===== config.mk =====
export PLATFORM = sky130hd
export DESIGN_NAME = uart_tx_serializer
export DESIGN_NICKNAME = d
export VERILOG_FILES = /design/src/rtl/uart_tx_serializer.sv
export SDC_FILE = /design/constraint.sdc
export NUM_CORES = 1
export LEC_CHECK = 0
export CORE_ASPECT_RATIO = 0.6
export CORE_MARGIN = 2
export CORE_UTILIZATION = 60
export CTS_BUF_LIST = sky130_fd_sc_hd__clkbuf_4
export DETAILED_ROUTE_END_ITERATION = 10
export GPL_ROUTABILITY_DRIVEN = 1
export PLACE_DENSITY = 0.82
export SLEW_MARGIN = 40
export SYNTH_ARGS = -nofsm -noshare
export SYNTH_HDL_FRONTEND = slang
export SYNTH_SLANG_ARGS = --single-unit

===== constraint.sdc =====
create_clock -name clk_i -period 2.65 [get_ports clk_i]
set_input_delay 0.265 -clock clk_i [delete_from_list [all_inputs] [get_ports clk_i]]
set_output_delay 0.265 -clock clk_i [all_outputs]
set_load 0.05 [all_outputs]

===== src/rtl/uart_tx_serializer.sv =====
// uart_tx_serializer: FIFO-buffered UART transmitter, frames sent LSB-first, one bit per tx_tick_i
// Ports:
//   clk_i, rst_i       clock, asynchronous active-high reset
//   tx_tick_i          one-cycle pulse per bit period
//   data_i, valid_i    byte to queue; accepted when valid_i & ready_o
//   ready_o            FIFO not full
//   stop2_i            two stop bits, latched when a frame is popped
//   parity_odd_i       parity sense, latched at pop (used only with UART_TX_PARITY_EN)
//   tx_o               registered serial line, idle high
//   busy_o             frame in progress
//   fifo_count_o       occupied FIFO entries
// Build option: define UART_TX_PARITY_EN to insert a parity bit after the data bits.
module uart_tx_serializer #(
  parameter int DATA_W     = 8,
  parameter int FIFO_DEPTH = 4
) (
  input  logic                        clk_i,
  input  logic                        rst_i,
  input  logic                        tx_tick_i,
  input  logic [DATA_W-1:0]           data_i,
  input  logic                        valid_i,
  output logic                        ready_o,
  input  logic                        stop2_i,
  input  logic                        parity_odd_i,
  output logic                        tx_o,
  output logic                        busy_o,
  output logic [$clog2(FIFO_DEPTH):0] fifo_count_o
);
  localparam int AW = $clog2(FIFO_DEPTH);
  localparam int BW = $clog2(DATA_W);
`ifdef UART_TX_PARITY_EN
  typedef enum logic [2:0] {IDLE, START, DATA, PARITY, STOP} state_t;
`else
  typedef enum logic [2:0] {IDLE, START, DATA, STOP} state_t;
`endif
  state_t state, state_n;
  logic [DATA_W-1:0] mem [FIFO_DEPTH];
  logic [AW-1:0] wr_ptr, rd_ptr;
  logic [AW:0] count;
  logic [DATA_W-1:0] shift, shift_n;
  logic [BW-1:0] bit_cnt, bit_cnt_n;
  logic tx_q, tx_n, stop2_q, stop2_n, stop_sec, stop_sec_n, push, pop;
`ifdef UART_TX_PARITY_EN
  logic par_q, par_n;
`else
  logic unused_parity;
  assign unused_parity = parity_odd_i;
`endif
  assign ready_o = count < (AW+1)'(FIFO_DEPTH);
  assign push = valid_i & ready_o;
  assign tx_o = tx_q;
  assign busy_o = state != IDLE;
  assign fifo_count_o = count;
  always_ff @(posedge clk_i or posedge rst_i) begin
    if (rst_i) begin
      wr_ptr <= '0;
      rd_ptr <= '0;
      count <= '0;
    end else begin
      wr_ptr <= wr_ptr + AW'(push);
      rd_ptr <= rd_ptr + AW'(pop);
      count <= count + (AW+1)'(push) - (AW+1)'(pop);
    end
  end
  always_ff @(posedge clk_i) begin
    if (push) mem[wr_ptr] <= data_i;
  end
  always_ff @(posedge clk_i or posedge rst_i) begin
    if (rst_i) begin
      state <= IDLE;
      shift <= '0;
      bit_cnt <= '0;
      tx_q <= 1'b1;
      stop2_q <= 1'b0;
      stop_sec <= 1'b0;
`ifdef UART_TX_PARITY_EN
      par_q <= 1'b0;
`endif
    end else begin
      state <= state_n;
      shift <= shift_n;
      bit_cnt <= bit_cnt_n;
      tx_q <= tx_n;
      stop2_q <= stop2_n;
      stop_sec <= stop_sec_n;
`ifdef UART_TX_PARITY_EN
      par_q <= par_n;
`endif
    end
  end
  // Pops happen from IDLE or at the end of STOP; the pop block below loads the
  // next frame and overrides whatever the state branch chose.
  always_comb begin
    state_n = state;
    shift_n = shift;
    bit_cnt_n = bit_cnt;
    tx_n = tx_q;
    stop2_n = stop2_q;
    stop_sec_n = stop_sec;
    pop = 1'b0;
`ifdef UART_TX_PARITY_EN
    par_n = par_q;
`endif
    if (tx_tick_i) begin
      case (state)
        IDLE: begin
          pop = count != '0;
          tx_n = 1'b1;
        end
        START: begin
          tx_n = shift[0];
          bit_cnt_n = '0;
          state_n = DATA;
        end
        DATA: begin
          if (bit_cnt == BW'(DATA_W - 1)) begin
`ifdef UART_TX_PARITY_EN
            tx_n = par_q;
            state_n = PARITY;
`else
            tx_n = 1'b1;
            state_n = STOP;
`endif
          end else begin
            shift_n = shift >> 1;
            tx_n = shift[1];
            bit_cnt_n = bit_cnt + BW'(1);
          end
        end
`ifdef UART_TX_PARITY_EN
        PARITY: begin
          tx_n = 1'b1;
          state_n = STOP;
        end
`endif
        STOP: begin
          if (stop2_q && !stop_sec) stop_sec_n = 1'b1;
          else begin
            pop = count != '0;
            tx_n = 1'b1;
            state_n = IDLE;
          end
        end
        default: state_n = IDLE;
      endcase
    end
    if (pop) begin
      shift_n = mem[rd_ptr];
      stop2_n = stop2_i;
      stop_sec_n = 1'b0;
      tx_n = 1'b0;
      state_n = START;
`ifdef UART_TX_PARITY_EN
      par_n = ^mem[rd_ptr] ^ parity_odd_i;
`endif
    end
  end
endmodule

==> results.yml, run 1 <==
timing:
  slew_headroom_pct: 59.1
  fin_crit_sh_pct: 90.8
  skew_ns: 0.00573
  fin_tns_setup_ns: 0
  tightest_slew_ns: 0.613
  whs_ns: 0.228
  finalCriticalPeriod_ns: 2.41
  setup_viol: 0
  max_freq_mhz: 416
  rsz0062_at_grt: "no"
  hold_viol_final: 0
  finalMaxSlewViolations: 0
die:
  start_util_pct: 64.5
  die_x_um: 86.4
  boundaryPins: 20
  core_mm2: 0.00379
  rows: 17
  die-area_mm2: 0.00462
  die-height_um: 53.4
drt:
  routedWlPerCell_um: 19.6
  num_vias: 1498
  post_drt_via_cell_ratio: 6.32
  final_antenna_net_count: 0
  dr.pass1.iters: 4
  drtIter0Drc: 107
  drc: 0
  wl_um: 4640
clock_network:
  htree_num_levels: 2
  post-cts-setup-buffers: 0
  clock_latency_ns: 0.36
  path_clk_slew_ns: 0.14
  cts_tree: "yes"
  cts_num_sinks: 55
  cts_resized: 0
  clk_path_buf_depth: 2
  cts_made_buffers: 5
  clockRootBuffer: "clkbuf_4"
  holdBufCountCts: 0
synth:
  seq_area_frac_synth_pct: 62.9
  yosys.cell_types.count: 42
  synth-seq-cells: 55
  synth_area_mm2: 0.00244
  yosys_warnings: 0
  synthCells: 163
  syn_area_per_cell_um2: 15.0
  synth-main-ff-cell: "edfxtp_1"
  synth_nets: 186
  synth_edf_count: 32
  async_flop_share_pct: 41.8
run_status:
  outcome: "finished clean"
finish:
  diodes: 0
  drive_above_1_share_pct: 17.4
  layout_common_cells: "edfxtp_1, dfrtp_1, clkdlybuf4s50_1"
  fin_util_pct: 72.4
  final_common_cell: "edfxtp_1"
  synthToLayoutAreaGrowth_pct: 12.1
  nets: 212
place:
  gp_congestion: 0.774
  dp_hpwl_um: 3410
  portBuffers: 18
grt:
  antenna_found_initial: 0
  grt_max_degree: 24
  grt_pass1_wl_um: 7670
  grt_pass1_vias: 1558
  grt-ovfl-total: 0
  grt_util_all_layers_pct: 23.4
power:
  ir_drop_mv: 1.27
  power_uw: 3120
  power.density_mw_per_mm2: 1140
  p_leak_uw: 0.00108
worst_setup_path:
  critPathLaunchType: "flop"
  crit_fanout: 4
  required_ns: 2.94
  crit_type: "flop to flop"
  critPathCaptureType: "flop"
  crit_arrival_ns: 2.70
min_path:
  hold_class: "input port to async pin"
run:
  cap_violations: 0
## cells in the mapped netlist, types with 2 or more instances
cell	number	share of area (%)
nor3_1	15	3.1
buf_6	2	0.92
edfxtp_1	32	39
nand2b_1	2	0.51
nor2_1	5	0.77
nand3_1	3	0.61
mux4_2	8	7.4
inv_1	14	2.2
o21ai_0	2	0.41
nand2_1	6	0.92
a22o_1	5	1.8
dfrtp_1	22	23
a221oi_1	7	2.5
xnor2_1	5	1.8
ha_1	8	4.1
## through the flow
step                setup WS, ns  std cells  area (um2)
floorplan                  0.227        163        2440
global placement           0.251        229        2690
detailed placement         0.163        229        2690
CTS                        0.244        237        2740
global route               0.122        237        2740
finish                     0.243        237        2740
## routing by layer
| metal | share of wire (%) | wire length [um] | track usage [%] | vias to the layer above |
|---|---|---|---|---|
| li1 | - | - | - | 665 |
| met1 | 43 | 1990 | 32.0 | 761 |
| met2 | 48 | 2240 | 38.2 | 64 |
| met3 | 7.6 | 355 | 5.30 | 8 |
| met4 | 1.1 | 53 | 7.29 | 0 |
| met5 | 0 | 0 | 0 | - |
## registers in the layout, indices dropped and copies added, names as in the netlist
name,flops
fifo_count_o,3
wr_ptr,2
mem,32
rd_ptr,2
state,2
stop2_q,1
tx_o,1
bit_cnt,3
stop_sec,1
shift,8
## worst max-delay path: stages (launching register included)
cell and delay [ns]:
dfrtp_1 0.41, inv_1 0.09, ha_1 0.37, or3_1 0.50, nor2_8 0.15, nand2_1 0.08, fa_1 0.41, xnor2_1 0.20
xnor2_1 0.14
## final timing paths
| path | startpoint | end | slack [ns] | cells past startpoint |
|---|---|---|---|---|
| worst max-delay path | state[0] | fifo_count_o[2] | 0.24 | 8 |
| worst min-delay path | rst_i | stop2_q | 0.23 | 2 |
| worst max register to register | state[0] | fifo_count_o[2] | 0.24 | 8 |
| worst min register to register | shift[7] | shift[7] | 0.54 | 1 |
| max in group asynchronous | rst_i | tx_o | 2.07 | 2 |
| min in group clk_i | stop2_i | stop2_q | 0.51 | 2 |
## kinds of logic after synthesis
group	share of synthesized area [%]
AOI/OAI and AO/OA	7.32
xor gates and xnor gates	2.15
adders and majority gates	4.92
buffers and inverters	3.94
DFF	62.9
muxes	8.86
and+or+nand+nor	9.88
## cell type report
| class | count | area (um2) |
|---|---|---|
| fill | 249 | 1050 |
| multi-input combinational | 88 | 810 |
| clock buffer | 6 | 45.0 |
| clock inverter | 2 | 7.51 |
| inverter | 15 | 56.3 |
| sequential | 55 | 1540 |
| tap | 47 | 58.8 |
| timing repair buffer | 24 | 225 |
## power breakdown
group          switching, uW  internal (uW)  leakage, uW
Sequential               222           1160     0.000562
Combinational            784            607     0.000483
Clock                    238            109    0.0000307
Power figures use the tool's default switching activity.
==> run 2, diff against run 1 <==
- MAX_ROUTING_LAYER: not set -> met4
==> run 2 against run 1 <==
  * Flip-flop and latch count stayed put
  * Global-route usage is 0.62 points higher
  * Design area unchanged
  * Sequential share of layout area unchanged
  * Total power hardly changed
==> results.yml, run 2 (synthesis results as in run 1) <==
run_status:
  outcome: "finished clean"
clock_network:
  clockRootBuffer: "clkbuf_4"
  path_clk_slew_ns: 0.14
  post-cts-setup-buffers: 0
  holdBufCountCts: 0
  cts_resized: 0
  clk_path_buf_depth: 2
  clock_latency_ns: 0.36
  cts_made_buffers: 5
  cts_tree: "yes"
  htree_num_levels: 2
  cts_num_sinks: 55
place:
  gp_congestion: 0.785
  dp_slack_ns: 0.163
  portBuffers: 18
  dp_hpwl_um: 3410
  placed_area_mm2: 0.00269
worst_setup_path:
  critPathLaunchType: "flop"
  critPathCaptureType: "flop"
  required_ns: 2.94
  crit_type: "flop to flop"
  crit_arrival_ns: 2.70
  crit_fanout: 4
timing:
  skew_ns: 0.00717
  tightest_slew_ns: 0.604
  slew_headroom_pct: 59.7
  whs_ns: 0.222
  layout_setup_ws_ns: 0.243
  fin_crit_sh_pct: 90.8
  finalCriticalPeriod_ns: 2.41
  max_freq_mhz: 415
  fin_tns_setup_ns: 0
  hold_viol_final: 0
  finalMaxSlewViolations: 0
  setup_viol: 0
  rsz0062_at_grt: "no"
finish:
  nets: 212
  synthToLayoutAreaGrowth_pct: 12.1
  reg.largest.list: "mem: 32 flops, shift: 8 flops"
  final_common_cell: "edfxtp_1"
  layout_common_cells: "edfxtp_1, dfrtp_1, clkdlybuf4s50_1"
  drive_above_1_share_pct: 17.4
  top_register: "mem"
  fin_area_mm2: 0.00274
  diodes: 0
  largest_register_ffs: 32
  fin_util_pct: 72.4
drt:
  num_vias: 1503
  routedWlPerCell_um: 19.5
  drc: 0
  post_drt_via_cell_ratio: 6.34
  drtIter0Drc: 83
  final_antenna_net_count: 0
  wl_um: 4610
  dr.pass1.iters: 4
die:
  die-height_um: 53.4
  core_mm2: 0.00379
  boundaryPins: 20
  start_util_pct: 64.5
  die-area_mm2: 0.00462
  die_x_um: 86.4
  rows: 17
power:
  power.density_mw_per_mm2: 1140
  ir_drop_mv: 1.27
  p_leak_uw: 0.00108
run:
  cap_violations: 0
grt:
  grt_pass1_vias: 1560
  antenna_found_initial: 0
  grt_max_degree: 24
  grt_pass1_wl_um: 7670
  grt-ovfl-total: 0
  grt_util_all_layers_pct: 24.1
min_path:
  hold_class: "input port to async pin"
run 2: cell counts in the layout (fill, tap and decap cells not counted):
Identical to the previous run, type by type.
run 2: report_power, final:
part / switching, uW / leakage [uW] / internal [uW]
clock: 240 / 0.0000307 / 109
combinational: 782 / 0.000483 / 607
sequential: 221 / 0.000562 / 1160
total: 1240 / 0.00108 / 1880
run 2: final cells by class:
class / count / area (um2)
Tap cell: 47 / 58.8
Clock inverter: 2 / 7.51
Multi-Input combinational cell: 88 / 810
Clock buffer: 6 / 45.0
Inverter: 15 / 56.3
Timing Repair Buffer: 24 / 225
Sequential cell: 55 / 1540
Fill cell: 249 / 1050
run 2: worst max-delay path, cell delays in order, from the launching register on:
cell and delay [ns]:
dfrtp_1 0.40, inv_1 0.08, ha_1 0.37, or3_1 0.50, nor2_8 0.15, nand2_1 0.08
fa_1 0.41, xnor2_1 0.20, xnor2_1 0.14
run 2: final timing paths:
kind                            depth (start not counted)  startpoint         endpoint  slack, ns
min in group clk_i                                      2     stop2_i          stop2_q       0.51
worst min register to register                          1    shift[7]         shift[7]       0.54
max in group asynchronous                               2       rst_i             tx_o       2.07
worst min-delay path                                    2       rst_i        wr_ptr[0]       0.22
worst max register to register                          8    state[0]  fifo_count_o[2]       0.24
worst max-delay path                                    8    state[0]  fifo_count_o[2]       0.24
run 2: per-stage QoR:
step / total power [uW] / instances
after floorplan: 2390 / 163
after global placement: 2680 / 229
after detailed placement: 2780 / 229
after CTS: 3120 / 237
after global routing: 3300 / 237
final: 3120 / 237
run 2: metal layers:
layer	GRT usage [%]	vias to the layer above	share of wire (%)
met5	-	-	0
met4	7.29	0	0.95
met3	5.15	6	6.4
met2	38.5	65	49
met1	31.8	764	44
li1	-	668	-
==> run 3, diff against run 2 <==
- CTS_CLUSTER_DIAMETER: not set -> 120
==> results of run 3 <==
No change in the layout: final DEF, timing and power equal those of run 2.
